===== src/rtl/des_pkg.sv =====
// des_pkg: DES key-schedule tables, shift schedule, direction codes and FSM states
package des_pkg;
  localparam int PC1_TAB [56] = '{
    57, 49, 41, 33, 25, 17,  9,
     1, 58, 50, 42, 34, 26, 18,
    10,  2, 59, 51, 43, 35, 27,
    19, 11,  3, 60, 52, 44, 36,
    63, 55, 47, 39, 31, 23, 15,
     7, 62, 54, 46, 38, 30, 22,
    14,  6, 61, 53, 45, 37, 29,
    21, 13,  5, 28, 20, 12,  4
  };
  localparam int PC2_TAB [48] = '{
    14, 17, 11, 24,  1,  5,
     3, 28, 15,  6, 21, 10,
    23, 19, 12,  4, 26,  8,
    16,  7, 27, 20, 13,  2,
    41, 52, 31, 37, 47, 55,
    30, 40, 51, 45, 33, 48,
    44, 49, 39, 56, 34, 53,
    46, 42, 50, 36, 29, 32
  };
  // bit r-1 set when DES round r rotates by two instead of one
  localparam logic [0:15] SHIFT2 = 16'b0011_1111_0111_1110;
  localparam logic DIR_ENC = 1'b0;
  localparam logic DIR_DEC = 1'b1;
  typedef enum logic {ST_IDLE = 1'b0, ST_ACTIVE = 1'b1} state_t;
endpackage


===== src/rtl/des_key_pc2.sv =====
// des_key_pc2: combinational PC2 selection of the 48-bit round key from C||D
module des_key_pc2
  import des_pkg::*;
(
  input  logic [0:55] i_cd,
  output logic [0:47] o_key
);
  logic w_unused_dropped;
  genvar j;
  for (j = 0; j < 48; j++) begin : g_pc2
    assign o_key[j] = i_cd[PC2_TAB[j]-1];
  end
  assign w_unused_dropped = ^{i_cd[8], i_cd[17], i_cd[21], i_cd[24],
                              i_cd[34], i_cd[37], i_cd[42], i_cd[53]};
endmodule


===== src/rtl/des_key_generator.sv =====
// des_key_generator: sequential DES key schedule emitting K1..K16 or K16..K1 one per advance
module des_key_generator
  import des_pkg::*;
(
  input  logic        clk,
  input  logic        reset,
  input  logic        start_strobe_din,
  input  logic        enc_dec_din,
  input  logic [0:63] key_din,
  input  logic        advance_din,
  output logic [0:47] round_key_dout,
  output logic        round_key_valid_dout,
  output logic [3:0]  round_count_dout,
  output logic        last_key_dout,
  output logic        busy_dout
);
  state_t      r_state, w_next_state;
  logic [0:27] r_c, r_d, w_c_step, w_d_step;
  logic [0:55] w_pc1;
  logic [3:0]  r_cnt;
  logic        r_dir, w_start, w_adv, w_two, w_unused_parity;
  genvar i;
  for (i = 0; i < 56; i++) begin : g_pc1
    assign w_pc1[i] = key_din[PC1_TAB[i]-1];
  end
  assign w_unused_parity = ^{key_din[7], key_din[15], key_din[23], key_din[31],
                             key_din[39], key_din[47], key_din[55], key_din[63]};
  // decrypt walks backwards, undoing the shift of the round it is leaving
  always_comb begin
    w_start      = r_state == ST_IDLE && start_strobe_din;
    w_adv        = r_state == ST_ACTIVE && advance_din;
    w_next_state = w_start ? ST_ACTIVE : (w_adv && r_cnt == 4'd15) ? ST_IDLE : r_state;
    w_two        = r_dir == DIR_DEC ? SHIFT2[4'd15 - r_cnt] : SHIFT2[r_cnt + 4'd1];
    w_c_step     = r_dir == DIR_DEC ? (w_two ? {r_c[26:27], r_c[0:25]} : {r_c[27], r_c[0:26]})
                                    : (w_two ? {r_c[2:27], r_c[0:1]} : {r_c[1:27], r_c[0]});
    w_d_step     = r_dir == DIR_DEC ? (w_two ? {r_d[26:27], r_d[0:25]} : {r_d[27], r_d[0:26]})
                                    : (w_two ? {r_d[2:27], r_d[0:1]} : {r_d[1:27], r_d[0]});
  end
  always_ff @(posedge clk) begin
    if (reset) begin
      r_state <= ST_IDLE;
      r_c     <= '0;
      r_d     <= '0;
      r_cnt   <= '0;
      r_dir   <= DIR_ENC;
    end else begin
      r_state <= w_next_state;
      if (w_start) begin
        r_c   <= enc_dec_din == DIR_DEC ? w_pc1[0:27] : {w_pc1[1:27], w_pc1[0]};
        r_d   <= enc_dec_din == DIR_DEC ? w_pc1[28:55] : {w_pc1[29:55], w_pc1[28]};
        r_cnt <= '0;
        r_dir <= enc_dec_din;
      end else if (w_adv && r_cnt != 4'd15) begin
        r_c   <= w_c_step;
        r_d   <= w_d_step;
        r_cnt <= r_cnt + 4'd1;
      end
    end
  end
  des_key_pc2 u_pc2 (.i_cd({r_c, r_d}), .o_key(round_key_dout));
  assign round_key_valid_dout = r_state == ST_ACTIVE;
  assign busy_dout            = r_state == ST_ACTIVE;
  assign round_count_dout     = r_cnt;
  assign last_key_dout        = r_state == ST_ACTIVE && r_cnt == 4'd15;
endmodule


===== config.mk =====
export PLATFORM = sky130hd
export DESIGN_NAME = des_key_generator
export DESIGN_NICKNAME = d
export VERILOG_FILES = /design/src/rtl/des_pkg.sv /design/src/rtl/des_key_pc2.sv /design/src/rtl/des_key_generator.sv
export SDC_FILE = /design/constraint.sdc
export NUM_CORES = 1
export LEC_CHECK = 0
export BUFFER_PORTS_ARGS = -buffer_cell sky130_fd_sc_hd__buf_2
export CORE_ASPECT_RATIO = 2
export CORE_MARGIN = 5
export CORE_UTILIZATION = 25
export CTS_CLUSTER_SIZE = 30
export DETAILED_ROUTE_END_ITERATION = 8
export GPL_TIMING_DRIVEN = 0
export PLACE_DENSITY = 0.44
export SYNTH_ARGS = -nofsm -noshare
export SYNTH_HDL_FRONTEND = slang
export SYNTH_HIERARCHICAL = 1
export SYNTH_SLANG_ARGS = --single-unit
export TNS_END_PERCENT = 50

===== constraint.sdc =====
create_clock -name clk -period 2.7 [get_ports clk]
set_clock_uncertainty 0.1 [all_clocks]
set_input_delay 0.135 -clock clk [delete_from_list [all_inputs] [get_ports clk]]
set_output_delay 0.135 -clock clk [all_outputs]
set_load 0.02 [all_outputs]

=== Word level (Yosys, flattened, before mapping) ===
Memories as Yosys holds them, arrays and structs flattened.
Cells that the tools add are included.

* Bits in read-only memories: 32
* Output and inout bits: 55
* Register bits after elaboration: 62
* Memories kept: 2

* Reduce and logical (&&, ||, !) cells: 8
* $lt $le $gt $ge: 2
* Muxes and demuxes: 19
* Equality and inequality tests: 2
* Add/subtract/negate cells: 2
* Bitwise logic cells: 3

{| class="wikitable"
|+ Memories
! name !! depth !! bits a word !! rd ports !! clocked after Yosys merged registers in !! write ports !! RTL line !! text
|-
| (no name shown) || 16 || 1 || 1 || 0 || 0 || des_key_generator.sv:33 || <nowiki>w_two = r_dir == DIR_DEC ? SHIFT2[4'd15 - r_cnt] : SHIFT2[r_cnt + 4'd1];</nowiki>
|-
| (no name shown) || 16 || 1 || 1 || 0 || 0 || des_key_generator.sv:33 ||
|}

{| class="wikitable"
|+ Operators by type and width
! cell !! number
|-
| $mux W28 || 12
|-
| $ge A5 B5 Y1 const B || 2
|-
| $not A4 Y5 || 2
|-
| $mux W1 || 7
|-
| $logic_and A1 B1 Y1 || 5
|-
| $add A4 B1 Y4 const B || 1
|-
| $eq A4 B4 Y1 const B || 1
|-
| $ne A4 B4 Y1 const B || 1
|-
| $reduce_bool A2 Y1 || 2
|-
| $sub A4 B4 Y4 const A || 1
|-
| $reduce_or A2 Y1 || 1
|-
| $not A1 Y1 || 1
|}

=== Longest topological paths before layout ===
* Word-level depth: 10
* Depth in mapped cells: 10
* Gate-level depth less buffers: 8

=== Hierarchy ===
The synthesis kept the hierarchy.

{| class="wikitable"
|+ Modules (own cells, without submodules)
! module !! cells an instance !! area an instance (µm²) !! times used
|-
| des_key_generator || 649 || 4,951.0 || 1
|-
| des_key_pc2 || 48 || 360.3 || 1
|}

=== Least setup slack after synthesis ===
Ideal clock, no wire load.

* Path type: flip-flop to flip-flop
* Start: register r_cnt[0] (netlist: round_count_dout[0])
* End: register r_d[1] in the netlist's numbering
* Stages on the path, launching flop included: 9
* Setup time: 0.132 ns
* Arrival: 2.190 ns
* Period minus slack after synthesis: 2.422 ns
* Buffers on the path: 1
* Slack: 0.278 ns
* Cells stage by stage: dfxtp_1 > inv_1 > ha_1 > o21a_2 > a22oi_2 > buf_2 > mux2_2 > a221oi_1 > nor3_1

* Cells in the longest elaborated chain, start to end: 10
* Elaborated cells on any way between the ends: 19
* Classes of those cells: add/sub (2); eq/ne (1); mux (10); bitwise (2); reduce/logical (2); memory (2)

{| class="wikitable"
|+ Ends and longest elaborated chain
! item !! RTL line !! text
|-
| start: declaration || des_key_generator.sv:20 || <nowiki>logic [3:0] r_cnt;</nowiki>
|-
| start signal: assignment || des_key_generator.sv:56 || <nowiki>r_cnt <= r_cnt + 4'd1;</nowiki>
|-
| $add A4 B1 Y4 or $sub A4 B4 Y4 (tied branches) || des_key_generator.sv:33 ||
|-
| $not A4 Y5 (not written as such) || des_key_generator.sv:33 ||
|-
| $mem_v2 Z16 W1 || n/a ||
|-
| $mux W1 (not written as such) (2 in series) || des_key_generator.sv:33 ||
|-
| $mux W1 || des_key_generator.sv:33 ||
|-
| $mux W28 (on tied branches) || des_key_generator.sv:37, des_key_generator.sv:36 ||
|-
| $mux W28 || des_key_generator.sv:36 || <nowiki>w_d_step = r_dir == DIR_DEC ? (w_two ? {r_d[26:27], r_d[0:25]} : {r_d[27], r_d[0:26]})</nowiki>
|-
| $mux W28 || des_key_generator.sv:53 || <nowiki>end else if (w_adv && r_cnt != 4'd15) begin</nowiki>
|-
| $mux W28 || des_key_generator.sv:48 || <nowiki>if (w_start) begin</nowiki>
|-
| end signal: assignment || des_key_generator.sv:50 || <nowiki>r_d <= enc_dec_din == DIR_DEC ? w_pc1[28:55] : {w_pc1[29:55], w_pc1[28]};</nowiki>
|-
| end signal: assignment || des_key_generator.sv:55 || <nowiki>r_d <= w_d_step;</nowiki>
|-
| end: declaration || des_key_generator.sv:18 || <nowiki>logic [0:27] r_c, r_d, w_c_step, w_d_step;</nowiki>
|}

Parallel ways exist; a longest one is shown, timed or not. The select of a mux whose other input is x is not followed.
A chain may end at the register's enable or synchronous reset.

=== Worst setup path after layout ===
* Start: register r_cnt[0] (netlist: round_count_dout[0])
* End: register r_c[21] in the netlist's numbering

* Cells in the longest elaborated chain, start to end: 10
* Elaborated cells on any way between the ends: 19
* Classes of those cells: add/sub (2); eq/ne (1); mux (10); bitwise (2); reduce/logical (2); memory (2)

{| class="wikitable"
|+ Ends and longest elaborated chain
! item !! RTL line !! text
|-
| $add A4 B1 Y4 or $sub A4 B4 Y4 (tied branches) || des_key_generator.sv:33 ||
|-
| $not A4 Y5 (not written as such) || des_key_generator.sv:33 ||
|-
| $mem_v2 Z16 W1 || n/a ||
|-
| $mux W1 (not written as such) (2 in series) || des_key_generator.sv:33 ||
|-
| $mux W1 || des_key_generator.sv:33 ||
|-
| $mux W28 (on tied branches) || des_key_generator.sv:35, des_key_generator.sv:34 ||
|-
| $mux W28 || des_key_generator.sv:34 || <nowiki>w_c_step = r_dir == DIR_DEC ? (w_two ? {r_c[26:27], r_c[0:25]} : {r_c[27], r_c[0:26]})</nowiki>
|-
| $mux W28 || des_key_generator.sv:53 ||
|-
| $mux W28 || des_key_generator.sv:48 ||
|-
| end signal: assignment || des_key_generator.sv:49 || <nowiki>r_c <= enc_dec_din == DIR_DEC ? w_pc1[0:27] : {w_pc1[1:27], w_pc1[0]};</nowiki>
|-
| end signal: assignment || des_key_generator.sv:54 || <nowiki>r_c <= w_c_step;</nowiki>
|-
| end: declaration || des_key_generator.sv:18 ||
|}

Parallel ways exist; a longest one is shown, timed or not. The select of a mux whose other input is x is not followed.

==> impl_results.md <==
* Pwr/cell area at between 500 and 600 mW/mm^2
* Nature of the critical path endpoint: flop
* Worst flop-to-flop path startpoint: round_count_dout[0]
* Sequential share of the synthesized area at a little under a quarter
* Root Driver: clkbuf_16
* Initial antenna violation count at 0
* P_leak at around 2.8 nW
* Commonest cells after routing, fill and taps aside: buf_2, nor2_1, nand2_1, mux2i_1, dfxtp_1
* Status: finished, final reports clean
* Clock buffer depth at 2
* Post-synth EDFFs at 0
* I/O Buffers at roughly 110
* Die area at between 0.02 and 0.025 sq mm
* Worst-Margin Slew at 1090 ps
* VDD IR max at roughly 0.00023 V
* H-tree Lvls at 3
* Routed WL at ~26,000 um
* Hold path depth at 3
* Netlist cell types at 53
* Syn Nets at approximately 770
* Hold Path Origin: advance_din
* Crit path max-delay cell type: clkbuf_1
* Post-synth top area cell: dfxtp_1
* Crit path kind: reg2reg
* Setup ws final at around 150 ps
* Synthesized cell area at approximately 0.0053 sq mm
* Pre-antenna DRT Iters at 5
* Initial Util at between 20% and 30%
* Clk sinks at 62
* Wire per inst at ~24 um
* Req. time, crit path at around 2900 ps
* Pin count of the biggest net entering global routing at 11
* Register-to-Register Path Depth at 8
* GRT Total Usage at around a fifth
* Dpl hpwl at roughly 20,000 um
* Vias in the first global route at between 6,000 and 7,000
* CP delay by family, top: buffers and inverters
* Worst-path clk slew at 60 ps
* Top cells by area, synth: dfxtp_1, mux2i_1, buf_4
* Via count at 5,948
* Worst R2R Setup Slack at between 100 and 150 ps
* DRT iter0 DRCs at 451
* CTS tree: yes
* Antenna Nets Post-Route at 0
* Die height at approximately 220 um
* Nets at 893
* WP data arrival at between 2000 and 3000 ps
* Tot Pwr at roughly 3.5 mW
* Crit share post-route at approximately 94%
* Layout cell share with drive strength beyond 1 at between 30 and 40%
* Area grow syn2layout at 22.9%
* Placed Cells at between 1,000 and 1,500
* Max FO, Critical Path at 10
* Commonest non-fill, non-tap cell in the layout: buf_2
* Crit Reg-Reg Endpoint: r_c[21]
* Synthesis-stage register bit count at between 60 and 70
* Placement Setup Slack at -186 ps
* Fin util at between 30% and 40%
* Synth Flop Type: dfxtp_1
* Slew HR at between 20% and 30%
* Fillers at around 2,300
* Clk Latency, worst-skew pair at roughly 350 ps
* F_max at roughly 390 MHz
* Synthesized area per cell at roughly 7.6 sq um
* First-pass GRT wire length at about 38,000 um
* Buf+Inv Stages, Crit Path at 2
* Final setup vio count at 0
* Final cell count without fillers at between 1,000 and 1,500
* Crit-path max cell delay at approximately 600 ps
* Core Area at ~0.021 sq mm
* Syn Inst Count at 697
* Hold WC Path Type: in2reg
* Vias/cell at between 5 and 6
* # IOs at ~120
* Slew Limit Fails at 0
* Fin crit period at around 2600 ps
* Routability cong. at between 0.9 and 1
* Residual DRC at 0
* Nature of the critical path startpoint: flop
* Crit-path cells: ha_2 > nand3_1 > nand3_1 > nand2_1 > clkbuf_1 > clkbuf_1 > nor2_1 > a211oi_1
* Yosys warning count at 6
* Yosys top cell area share at a little under a quarter
* Row cnt at 75
* Die X-Extent at about 110 um
* Total gr overflow at 0
* Antenna Cells at 0
* Hold Vio Cnt, Final at 0
* WHS Endpoint: round_count_dout[3]
* Total CTS buffers at 9
* Async set or reset register ratio after synthesis at 0%
* Max Cap Viol at 0
-- area by class of cell --
type	count	area (sq um)	share of cell area, %
clock inverter	1	5.00	0.0766
inverter	8	30.0	0.460
clock buffer	13	270	4.14
tap	269	337	5.15
timing repair buffer	114	576	8.81
sequential	62	1240	19.0
multi-input combinational	518	3390	51.9
buffer	109	681	10.4
-- tightest hold or removal path, delay by kind of cell --
family                 cells  cell delay, ps
buffers and inverters      1             120
and+or+nand+nor            1              50
AOI/OAI and AO/OA          1             140
-- repair_timing --
item | CTS | global route
hold buffers | 1 | 0
setup endpoints to repair | 14 | 56
endpoints found under the hold margin | 1 | 0
gates cloned | 0 | 0
setup buffers | 0 | 0
resized for setup | 1 | 33
-- power by group --
group / internal (mW) / switching [mW]
clock: 0.686 / 0.464
sequential: 1.01 / 0.158
combinational: 0.484 / 0.716
-- per-stage QoR --
stage | area [sq um] | TNS (ps) | hold WS, ps
final | 6530 | 0 | 48.6
after global routing | 6530 | -6.86 | 87.0
after CTS | 6500 | -1500 | 39.2
after detailed placement | 6210 | -1220 | 324
after global placement | 6210 | -1530 | 314
after floorplan | 5310 | 0 | 188
-- state kept, by name, summed over array words and instances, names as in the netlist --
| name | count |
|---|---|
| r_dir | 1 |
| round_count_dout | 4 |
| r_c | 28 |
| r_d | 28 |
| busy_dout | 1 |
-- cells in the mapped netlist, types with 2 or more instances --
cell type,count
o221ai_1,13
o311ai_0,3
a31o_2,4
o21ai_0,49
a311oi_1,5
nand3_1,17
nor2b_1,2
o21a_1,11
a21oi_1,55
a211oi_2,2
mux2i_1,67
o211ai_1,2
ha_1,2
buf_1,5
a31oi_1,2
nor3_1,20
and2_1,2
a221oi_1,20
mux2_2,30
inv_1,8
buf_6,6
dfxtp_1,62
nand2_1,68
buf_4,51
nor2_1,92
buf_2,9
o31a_1,17
clkbuf_1,38
o311a_1,2
a211oi_1,6
a21o_1,4
a311o_1,2
-- layer usage --
layer,track usage [%],wire (um),up-vias
met5,0,0,-
met1,23.2,9770,2872
li1,-,-,2748
met2,38.4,13700,257
met4,11.4,1420,0
met3,2.76,1310,71
-- logic make-up (layout without fill, tap and decap cells) --
family                     Yosys count  in the layout  synth area share (%)
xor gates and xnor gates             4              4                 0.943
and+or+nand+nor                    208            208                  16.4
muxes                               99             99                  19.5
adders and majority gates            2              2                 0.471
AOI/OAI and AO/OA                  205            205                  26.4
DFF                                 62             62                  23.4
buffers and inverters              117            245                  12.9
-- how the worst max path moves through the flow --
stage,start,end,slack [ps],depth (start not counted)
5_1_grt,round_count_dout[0],r_d[16],-7,8
3_5_place_dp,round_count_dout[0],r_d[4],-190,8
4_1_cts,round_count_dout[0],r_d[4],-200,8
3_3_place_gp,round_count_dout[0],r_d[4],-200,8
2_1_floorplan,round_count_dout[0],r_d[1],280,8
6_report,round_count_dout[0],r_c[21],150,8
(Power assumes the default switching activity.)
